File: config.mk
export PLATFORM = sky130hd
export DESIGN_NAME = fetch_unit_flat
export DESIGN_NICKNAME = d
export VERILOG_FILES = /design/src/rtl/fetch_if.sv /design/src/rtl/fetch_unit.sv /design/src/flat_wrapper.sv
export SDC_FILE = /design/constraint.sdc
export NUM_CORES = 1
export LEC_CHECK = 0
export ABC_CLOCK_PERIOD_IN_PS = 1600
export BUFFER_PORTS_ARGS = -buffer_cell sky130_fd_sc_hd__buf_4
export CORE_MARGIN = 2
export CORE_UTILIZATION = 45
export CTS_CLUSTER_SIZE = 40
export DETAILED_ROUTE_END_ITERATION = 8
export PLACE_DENSITY = 0.69
export SETUP_SLACK_MARGIN = 0.02
export SYNTH_ARGS = -nofsm -noshare
export SYNTH_HDL_FRONTEND = slang
export SYNTH_SLANG_ARGS = --single-unit
export TNS_END_PERCENT = 50
File: constraint.sdc
create_clock -name clk -period 1.6 [get_ports clk]
set_clock_uncertainty 0.05 [all_clocks]
set_input_delay 0.32 -clock clk [delete_from_list [all_inputs] [get_ports clk]]
set_output_delay 0.32 -clock clk [all_outputs]
set_load 0.03 [all_outputs]
File: src/rtl/fetch_if.sv
// Fetch-stage bus: instruction memory address/data, redirect input and the
// fetched-instruction output toward decode.
interface fetch_if #(
    parameter int ADDR_W = 8,
    parameter int DATA_W = 32
);
    logic [ADDR_W-1:0] imem_addr;
    logic [DATA_W-1:0] imem_data;
    logic              redirect_valid;
    logic [ADDR_W-1:0] redirect_pc;
    // out_valid/out_ready: a transfer happens on a rising edge where both are 1;
    // once out_valid rises, out_instr/out_pc stay stable until that transfer
    // or a redirect, and out_ready never depends combinationally on out_valid.
    logic              out_valid;
    logic              out_ready;
    logic [DATA_W-1:0] out_instr;
    logic [ADDR_W-1:0] out_pc;

    modport master (
        output imem_addr,
        input  imem_data,
        input  redirect_valid,
        input  redirect_pc,
        output out_valid,
        input  out_ready,
        output out_instr,
        output out_pc
    );

    modport slave (
        input  imem_addr,
        output imem_data,
        output redirect_valid,
        output redirect_pc,
        input  out_valid,
        output out_ready,
        input  out_instr,
        input  out_pc
    );
endinterface

File: src/rtl/fetch_unit.sv
// Instruction fetch stage: PC, one-cycle memory read stage, skid buffer and output register.
// Optional FETCH_PERF_EN adds transfer and stall counters.
module fetch_unit #(
    parameter int                 ADDR_W   = 8,
    parameter int                 DATA_W   = 32,
    parameter logic [ADDR_W-1:0]  RESET_PC = '0
) (
    input  logic        clk,
    input  logic        rst_n,
    fetch_if.master     bus
`ifdef FETCH_PERF_EN
    ,
    output logic [31:0] perf_fetched,
    output logic [31:0] perf_stall
`endif
);

    logic [ADDR_W-1:0] pc;
    logic              f1_valid;
    logic [ADDR_W-1:0] f1_pc;
    logic              skid_valid;
    logic [DATA_W-1:0] skid_instr;
    logic [ADDR_W-1:0] skid_pc;
    logic              out_valid_r;
    logic [DATA_W-1:0] out_instr_r;
    logic [ADDR_W-1:0] out_pc_r;

    logic issue;
    logic load;

    // Stop issuing when the in-flight word would have nowhere to land next cycle.
    assign issue = !bus.redirect_valid && !skid_valid &&
                   !(f1_valid && out_valid_r && !bus.out_ready);
    assign load  = !out_valid_r || bus.out_ready;

    assign bus.imem_addr = pc;
    assign bus.out_valid = out_valid_r;
    assign bus.out_instr = out_instr_r;
    assign bus.out_pc    = out_pc_r;

    always_ff @(posedge clk or negedge rst_n) begin
        if (!rst_n) begin
            pc          <= RESET_PC;
            f1_valid    <= 1'b0;
            f1_pc       <= '0;
            skid_valid  <= 1'b0;
            skid_instr  <= '0;
            skid_pc     <= '0;
            out_valid_r <= 1'b0;
            out_instr_r <= '0;
            out_pc_r    <= '0;
        end else if (bus.redirect_valid) begin
            pc          <= {bus.redirect_pc[ADDR_W-1:2], 2'b00};
            f1_valid    <= 1'b0;
            skid_valid  <= 1'b0;
            out_valid_r <= 1'b0;
        end else begin
            if (issue) begin
                f1_valid <= 1'b1;
                f1_pc    <= pc;
                pc       <= pc + ADDR_W'(4);
            end else begin
                f1_valid <= 1'b0;
            end

            if (load) begin
                if (skid_valid) begin
                    out_instr_r <= skid_instr;
                    out_pc_r    <= skid_pc;
                    out_valid_r <= 1'b1;
                    if (f1_valid) begin
                        skid_instr <= bus.imem_data;
                        skid_pc    <= f1_pc;
                    end else begin
                        skid_valid <= 1'b0;
                    end
                end else if (f1_valid) begin
                    out_instr_r <= bus.imem_data;
                    out_pc_r    <= f1_pc;
                    out_valid_r <= 1'b1;
                end else begin
                    out_valid_r <= 1'b0;
                end
            end else if (f1_valid) begin
                // Output is stalled: park the returning word so it is not lost.
                skid_instr <= bus.imem_data;
                skid_pc    <= f1_pc;
                skid_valid <= 1'b1;
            end
        end
    end

`ifdef FETCH_PERF_EN
    // Counters survive redirects; only reset clears them.
    always_ff @(posedge clk or negedge rst_n) begin
        if (!rst_n) begin
            perf_fetched <= '0;
            perf_stall   <= '0;
        end else begin
            if (out_valid_r && bus.out_ready) begin
                perf_fetched <= perf_fetched + 32'd1;
            end
            if (out_valid_r && !bus.out_ready) begin
                perf_stall <= perf_stall + 32'd1;
            end
        end
    end
`endif

endmodule

File: src/flat_wrapper.sv
// flat-port wrapper written by rule: the top's interface ports become plain ports
module fetch_unit_flat 
#(
    parameter int                 ADDR_W   = 8,
    parameter int                 DATA_W   = 32,
    parameter logic [ADDR_W-1:0]  RESET_PC = '0
)
  (clk, rst_n, bus_imem_addr, bus_imem_data, bus_redirect_valid, bus_redirect_pc, bus_out_valid, bus_out_ready, bus_out_instr, bus_out_pc);
  fetch_if #(.ADDR_W(ADDR_W), .DATA_W(DATA_W)) bus_i ();
  input  logic clk;
  input  logic rst_n;
  output wire logic [$bits(bus_i.imem_addr)-1:0] bus_imem_addr;
  input wire logic [$bits(bus_i.imem_data)-1:0] bus_imem_data;
  input wire logic [$bits(bus_i.redirect_valid)-1:0] bus_redirect_valid;
  input wire logic [$bits(bus_i.redirect_pc)-1:0] bus_redirect_pc;
  output wire logic [$bits(bus_i.out_valid)-1:0] bus_out_valid;
  input wire logic [$bits(bus_i.out_ready)-1:0] bus_out_ready;
  output wire logic [$bits(bus_i.out_instr)-1:0] bus_out_instr;
  output wire logic [$bits(bus_i.out_pc)-1:0] bus_out_pc;
  assign bus_imem_addr = bus_i.imem_addr;
  assign bus_i.imem_data = bus_imem_data;
  assign bus_i.redirect_valid = bus_redirect_valid;
  assign bus_i.redirect_pc = bus_redirect_pc;
  assign bus_out_valid = bus_i.out_valid;
  assign bus_i.out_ready = bus_out_ready;
  assign bus_out_instr = bus_i.out_instr;
  assign bus_out_pc = bus_i.out_pc;
  fetch_unit #(.ADDR_W(ADDR_W), .DATA_W(DATA_W), .RESET_PC(RESET_PC)) u_core (.clk(clk), .rst_n(rst_n), .bus(bus_i));
endmodule
* Yosys cells after proc, flatten, opt, wreduce, memory -nomap -nowiden
Cells that the tools add are included.
** Word-level totals
- Bits in registers :: 99
- Input port bits :: 44
** Cells by class
- Bitwise operators :: 1
- $add $sub $neg :: 1
- Multiplexer cells :: 22
- Equality and inequality tests :: 1
- Reduce and logical (&&, ||, !) cells :: 17
** Operators by type and width (number)
- $mux 32 :: 5
- $mux 8 :: 7
- $mux 1 :: 10
- $add 8x3->8 const B :: 1
- $reduce_bool 2->1 :: 3
- $logic_not 1->1 :: 5
- $logic_and 1x1->1 :: 4
- $reduce_and 2->1 :: 2
- $reduce_and 3->1 :: 1
- $reduce_bool 3->1 :: 1
- $ne 2x1->1 const B :: 1
- $logic_or 1x1->1 :: 1
- $not 1->1 :: 1

* Depth between registers and ports, before layout
- Depth after elaboration :: 6
- Gate-level depth with buffers :: 5
- Gate-level depth less buffers :: 4

* Worst setup path after synthesis
No wires, ideal clock.
- Kind :: flip-flop to flip-flop
- Start point :: register u_core.out_valid_r, in the netlist u_core.bus.out_valid
- End point :: register u_core.out_instr_r[0], in the netlist u_core.bus.out_instr[0]
- Required time :: 1425 ps
- Slack :: -82 ps
- Period minus slack after synthesis :: 1682 ps
- Arrival :: 1508 ps
- Stages on the path, launching flop included :: 6
- Cell sequence :: dfrtp_1 > nor2b_4 > nor3_2 > buf_4 > buf_4 > mux2_2
** On the way
- Word-level cells in the longest chain between the ends :: 3
** RTL lines
- start, declared :: RTL line fetch_unit.sv:24 : logic out_valid_r;
- start signal, assigned :: RTL line fetch_unit.sv:49 : out_valid_r <= 1'b0;
- start signal, assigned :: RTL line fetch_unit.sv:56 : out_valid_r <= 1'b0;
- start signal, assigned :: RTL line fetch_unit.sv:70 : out_valid_r <= 1'b1;
- $logic_not 1->1 :: RTL line fetch_unit.sv:34 : assign load = !out_valid_r || bus.out_ready;
- $logic_or 1x1->1 :: RTL line fetch_unit.sv:34
- $reduce_and 3->1 (no line)
- end signal, assigned :: RTL line fetch_unit.sv:68 : out_instr_r <= skid_instr;
- end signal, assigned :: RTL line fetch_unit.sv:78 : out_instr_r <= bus.imem_data;
- end, declared :: RTL line fetch_unit.sv:25 : logic [DATA_W-1:0] out_instr_r;
No other way between the ends.
A chain may end at the register's enable or synchronous reset.

* Worst setup path after layout
- Start point :: register u_core.out_valid_r, in the netlist u_core.bus.out_valid
- End point :: register u_core.skid_instr[15]
** On the way
- Word-level cells in the longest chain between the ends :: 4
** RTL lines
- $logic_not 1->1 (*) :: RTL line fetch_unit.sv:34
- $logic_or 1x1->1 (*) :: RTL line fetch_unit.sv:34
- $ne 2x1->1 (no line)
- $reduce_and 2->1 (no line)
- end signal, assigned :: RTL line fetch_unit.sv:72 : skid_instr <= bus.imem_data;
- end signal, assigned :: RTL line fetch_unit.sv:86 : skid_instr <= bus.imem_data;
- end, declared :: RTL line fetch_unit.sv:22 : logic [DATA_W-1:0] skid_instr;
Every way passes the cells marked *; elsewhere a longest branch is shown, timed or not.

==> impl_metrics.prom <==
# TYPE chip_impl_metric gauge
chip_impl_metric{name="vert_die_dim",unit="um"} 99.02
chip_impl_metric{name="max_freq",unit="MHz"} 634.3
chip_impl_metric{name="synth_top_cell_area_share",unit="%"} 56.05
chip_impl_metric{name="synth.ff_latch_count",unit=""} 91
chip_impl_metric{name="h_tree_levels",unit=""} 3
chip_impl_info{name="status",value="finished, final reports clean"} 1
chip_impl_metric{name="hold_depth",unit=""} 3
chip_impl_info{name="hold_end",value="u_core.bus.imem_addr[5]"} 1
chip_impl_metric{name="worst_reg2reg_setup_slack",unit="ps"} 20
chip_impl_metric{name="drt_pass1_iterations",unit=""} 4
chip_impl_info{name="ys_dominant_reg_cell",value="sky130_fd_sc_hd__dfrtp_1"} 1
chip_impl_info{name="final_common_cell",value="sky130_fd_sc_hd__buf_4"} 1
chip_impl_metric{name="fin_crit_sh",unit="%"} 98.53
chip_impl_metric{name="synth.cell_area",unit="um2"} 4063
chip_impl_metric{name="drive_gt1_share",unit="%"} 64.75
chip_impl_metric{name="i_o_pins",unit=""} 93
chip_impl_metric{name="place.port_buffers",unit=""} 86
chip_impl_metric{name="fp-row-count",unit=""} 34
chip_impl_metric{name="fillCellCount",unit=""} 679
chip_impl_metric{name="netlist_cell_types",unit=""} 33
chip_impl_metric{name="largest_net_degree_at_the_start_of_global_routing",unit=""} 50
chip_impl_metric{name="gp_routability_congestion",unit=""} 0.7766
chip_impl_metric{name="seq_area_frac_synth",unit="%"} 56.05
chip_impl_metric{name="floorplan.initialDensity",unit="%"} 46.59
chip_impl_metric{name="area_delta_synth_final",unit="%"} 32.89
chip_impl_metric{name="numClockSinks",unit=""} 91
chip_impl_info{name="critical_path.reg2reg.endpoint",value="u_core.skid_instr[15]"} 1
chip_impl_metric{name="remaining_drc_errors",unit=""} 0
chip_impl_metric{name="antenna_violation_net_count_after_detailed_routing",unit=""} 0
chip_impl_info{name="worst_path_max_delay_cell",value="sky130_fd_sc_hd__dfrtp_2"} 1
chip_impl_metric{name="tritoncts.num_buffers",unit=""} 9
chip_impl_metric{name="die_width",unit="um"} 99.02
chip_impl_metric{name="timing.final.crit_period",unit="ps"} 1577
chip_impl_metric{name="drt-total-wl",unit="um"} 8640
chip_impl_metric{name="path_max_fanout",unit=""} 8
chip_impl_info{name="worst_hold_path_type",value="primary input to register"} 1
chip_impl_info{name="path_cells",value="nor2b_4 > o211ai_1 > buf_4 > clkbuf_16 > mux2_4"} 1
chip_impl_metric{name="overflow",unit=""} 0
chip_impl_metric{name="die_area",unit="um2"} 9804
chip_impl_metric{name="grt_pass1_wl",unit="um"} 13660
chip_impl_info{name="cts.root.buffer_cell",value="sky130_fd_sc_hd__clkbuf_8"} 1
chip_impl_metric{name="maxCapViolCount",unit=""} 0
chip_impl_metric{name="finish.instance_area",unit="um2"} 5399
chip_impl_metric{name="vdd.ir_drop.worst",unit="V"} 0.0006346
chip_impl_metric{name="synth_warnings",unit=""} 0
chip_impl_metric{name="clockBufferDepth",unit=""} 2
chip_impl_metric{name="detailroute.via_count",unit=""} 2576
chip_impl_metric{name="critical_path_arrival",unit="ps"} 1760
chip_impl_metric{name="detail_route.iter0.violations",unit=""} 33
chip_impl_info{name="synth_area_leaders",value="sky130_fd_sc_hd__dfrtp_1, sky130_fd_sc_hd__mux2_2, sky130_fd_sc_hd__buf_4"} 1
chip_impl_metric{name="hold_viol",unit=""} 0
chip_impl_metric{name="cp_data_required_time",unit="ps"} 1780
chip_impl_metric{name="fin_total_pwr",unit="W"} 0.007135
chip_impl_metric{name="synth_edf_count",unit=""} 0
chip_impl_metric{name="track_usage",unit="%"} 17.66
chip_impl_info{name="cts_tree",value="yes"} 1
chip_impl_metric{name="synth_cells",unit=""} 275
chip_impl_metric{name="clk_latency",unit="ps"} 340
chip_impl_metric{name="leakage_component_of_the_power",unit="nW"} 2.578
chip_impl_metric{name="grt_pass1_vias",unit=""} 2691
chip_impl_metric{name="setup_viol",unit=""} 0
chip_impl_metric{name="slew_viol_final",unit=""} 0
chip_impl_info{name="path_class",value="register to register"} 1
chip_impl_metric{name="post_layout_nonfiller_instances",unit=""} 491
chip_impl_metric{name="fin_nets",unit=""} 424
chip_impl_metric{name="crit_path_max_incr_delay",unit="ps"} 410
chip_impl_metric{name="reg2regPathDepth",unit=""} 5
chip_impl_info{name="reg2reg_from",value="u_core.bus.out_valid"} 1
chip_impl_metric{name="core_area",unit="um2"} 8721
chip_impl_info{name="endpoint_kind",value="register"} 1
chip_impl_metric{name="syn_area_per_cell",unit="um2"} 14.77
chip_impl_metric{name="n_antenna_cell",unit=""} 0
chip_impl_info{name="worst_setup_path_start_kind",value="register"} 1
chip_impl_metric{name="place_inst",unit=""} 467
chip_impl_info{name="synth_largest_area_cell",value="sky130_fd_sc_hd__dfrtp_1"} 1
chip_impl_metric{name="route.detailed.vias_per_inst",unit=""} 5.246
chip_impl_info{name="layout.cells.most_common_list",value="sky130_fd_sc_hd__buf_4, sky130_fd_sc_hd__dfrtp_1, sky130_fd_sc_hd__mux2_2"} 1
chip_impl_info{name="unrepaired_setup_endpoints_after_global_routing",value="yes"} 1
chip_impl_metric{name="antenna_found_initial",unit=""} 0
chip_impl_metric{name="dp_hpwl",unit="um"} 5393
chip_impl_info{name="worstHoldStart",value="bus_redirect_pc[5]"} 1
chip_impl_metric{name="clkSlewWorstSetupHoldPaths",unit="ps"} 90
chip_impl_metric{name="power.density_cell_area",unit="nW/um2"} 1322
chip_impl_metric{name="post_drt_wl_per_cell",unit="um"} 17.60
chip_impl_metric{name="asyncSetResetFlopFracSynth",unit="%"} 100.0
chip_impl_metric{name="detailed_place.area",unit="um2"} 4962
[sequential cells by signal (all words and copies together) (netlist names)]
| register | count |
|---|---|
| u_core.bus.out_pc | 6 |
| u_core.skid_valid | 1 |
| u_core.skid_instr | 32 |
| u_core.f1_pc | 6 |
| u_core.bus.out_instr | 32 |
| u_core.bus.imem_addr | 6 |
| u_core.skid_pc | 6 |
| u_core.bus.out_valid | 1 |
| u_core.f1_valid | 1 |
[worst max path at each step]
stage | from | to | slack, ps | depth (start not counted)
final | u_core.bus.out_valid | u_core.skid_instr[15] | 20 | 5
after global routing | u_core.bus.out_valid | u_core.skid_instr[20] | -20 | 5
after CTS | u_core.bus.out_valid | u_core.skid_instr[12] | -30 | 4
after detailed placement | u_core.bus.out_valid | u_core.skid_instr[12] | -50 | 4
after global placement | u_core.bus.out_valid | u_core.skid_instr[20] | -9 | 4
after floorplan | u_core.bus.out_valid | u_core.skid_instr[17] | -30 | 5
[metal layers]
layer / vias up / GRT usage, % / routed length, um
li1: 1186 / - / -
met1: 1326 / 23.57 / 3939
met2: 55 / 28.43 / 4236
met3: 9 / 3.972 / 384
met4: 0 / 6.322 / 80
met5: - / 0 / 0
[logic make-up (layout without fill, tap and decap cells)]
group,Yosys count,after routing,share of synthesized area (%)
muxes,120,120,33.26
DFF,91,91,56.05
and+or+nand+nor,26,26,4.496
buffers and inverters,22,127,3.634
AOI/OAI and AO/OA,14,14,2.156
adders and majority gates,1,1,0.3079
other,1,4,0.09230
[synth_stat cells (all sizes together), types with 2 or more instances]
| cell | instances |
|---|---|
| nor2b | 2 |
| nor3 | 2 |
| nand2 | 3 |
| dfrtp | 91 |
| mux2 | 120 |
| nand4b | 2 |
| nor2 | 5 |
| nand3 | 4 |
| o21ai | 5 |
| inv | 3 |
| o211ai | 3 |
| or4 | 2 |
| buf | 18 |
| a31oi | 3 |
| or3 | 2 |
[where the power goes]
group          internal, W  switching [W]
clock network     0.000712       0.000750
logic              0.00129        0.00106
registers          0.00294       0.000378
[metrics by stage]
step	setup slack [ps]	hold WS, ps	setup TNS [ps]	util, %
floorplan	-31.90	-25.59	-668.4	-
global placement	-9.458	75.88	-244.3	56.90
detailed placement	-52.14	76.81	-1387	56.90
CTS	-30.52	120.9	-352.9	59.57
global route	-19.63	143.1	-440.4	61.91
finish	23.48	135.7	0	61.91
[final cells by class]
| cell class | count | area, um2 | share of cell area (%) |
|---|---|---|---|
| multi-input combinational | 165 | 1848 | 34.23 |
| sequential | 91 | 2280 | 42.22 |
| timing repair buffer | 109 | 949.7 | 17.59 |
| clock inverter | 3 | 40.04 | 0.7416 |
| inverter | 3 | 11.26 | 0.2086 |
| clock buffer | 12 | 135.1 | 2.503 |
| tap | 108 | 135.1 | 2.503 |
[critical path: cells and delay by family (launching register included)]
kind / cells / cell delay [ps]
simple gates: 1 / 140
flops: 1 / 410
buf+inv: 2 / 370
mux: 1 / 300
compound gates: 1 / 190
[repair_timing]
item	CTS	global route
hold buffers	1	0
gates cloned	1	4
gates resized for setup	5	40
hold endpoints to repair	91	0
pin swaps	1	3
endpoints found under the setup margin	35	70
buffers inserted	1	2
No activity file was read; power rests on OpenSTA's default activity.
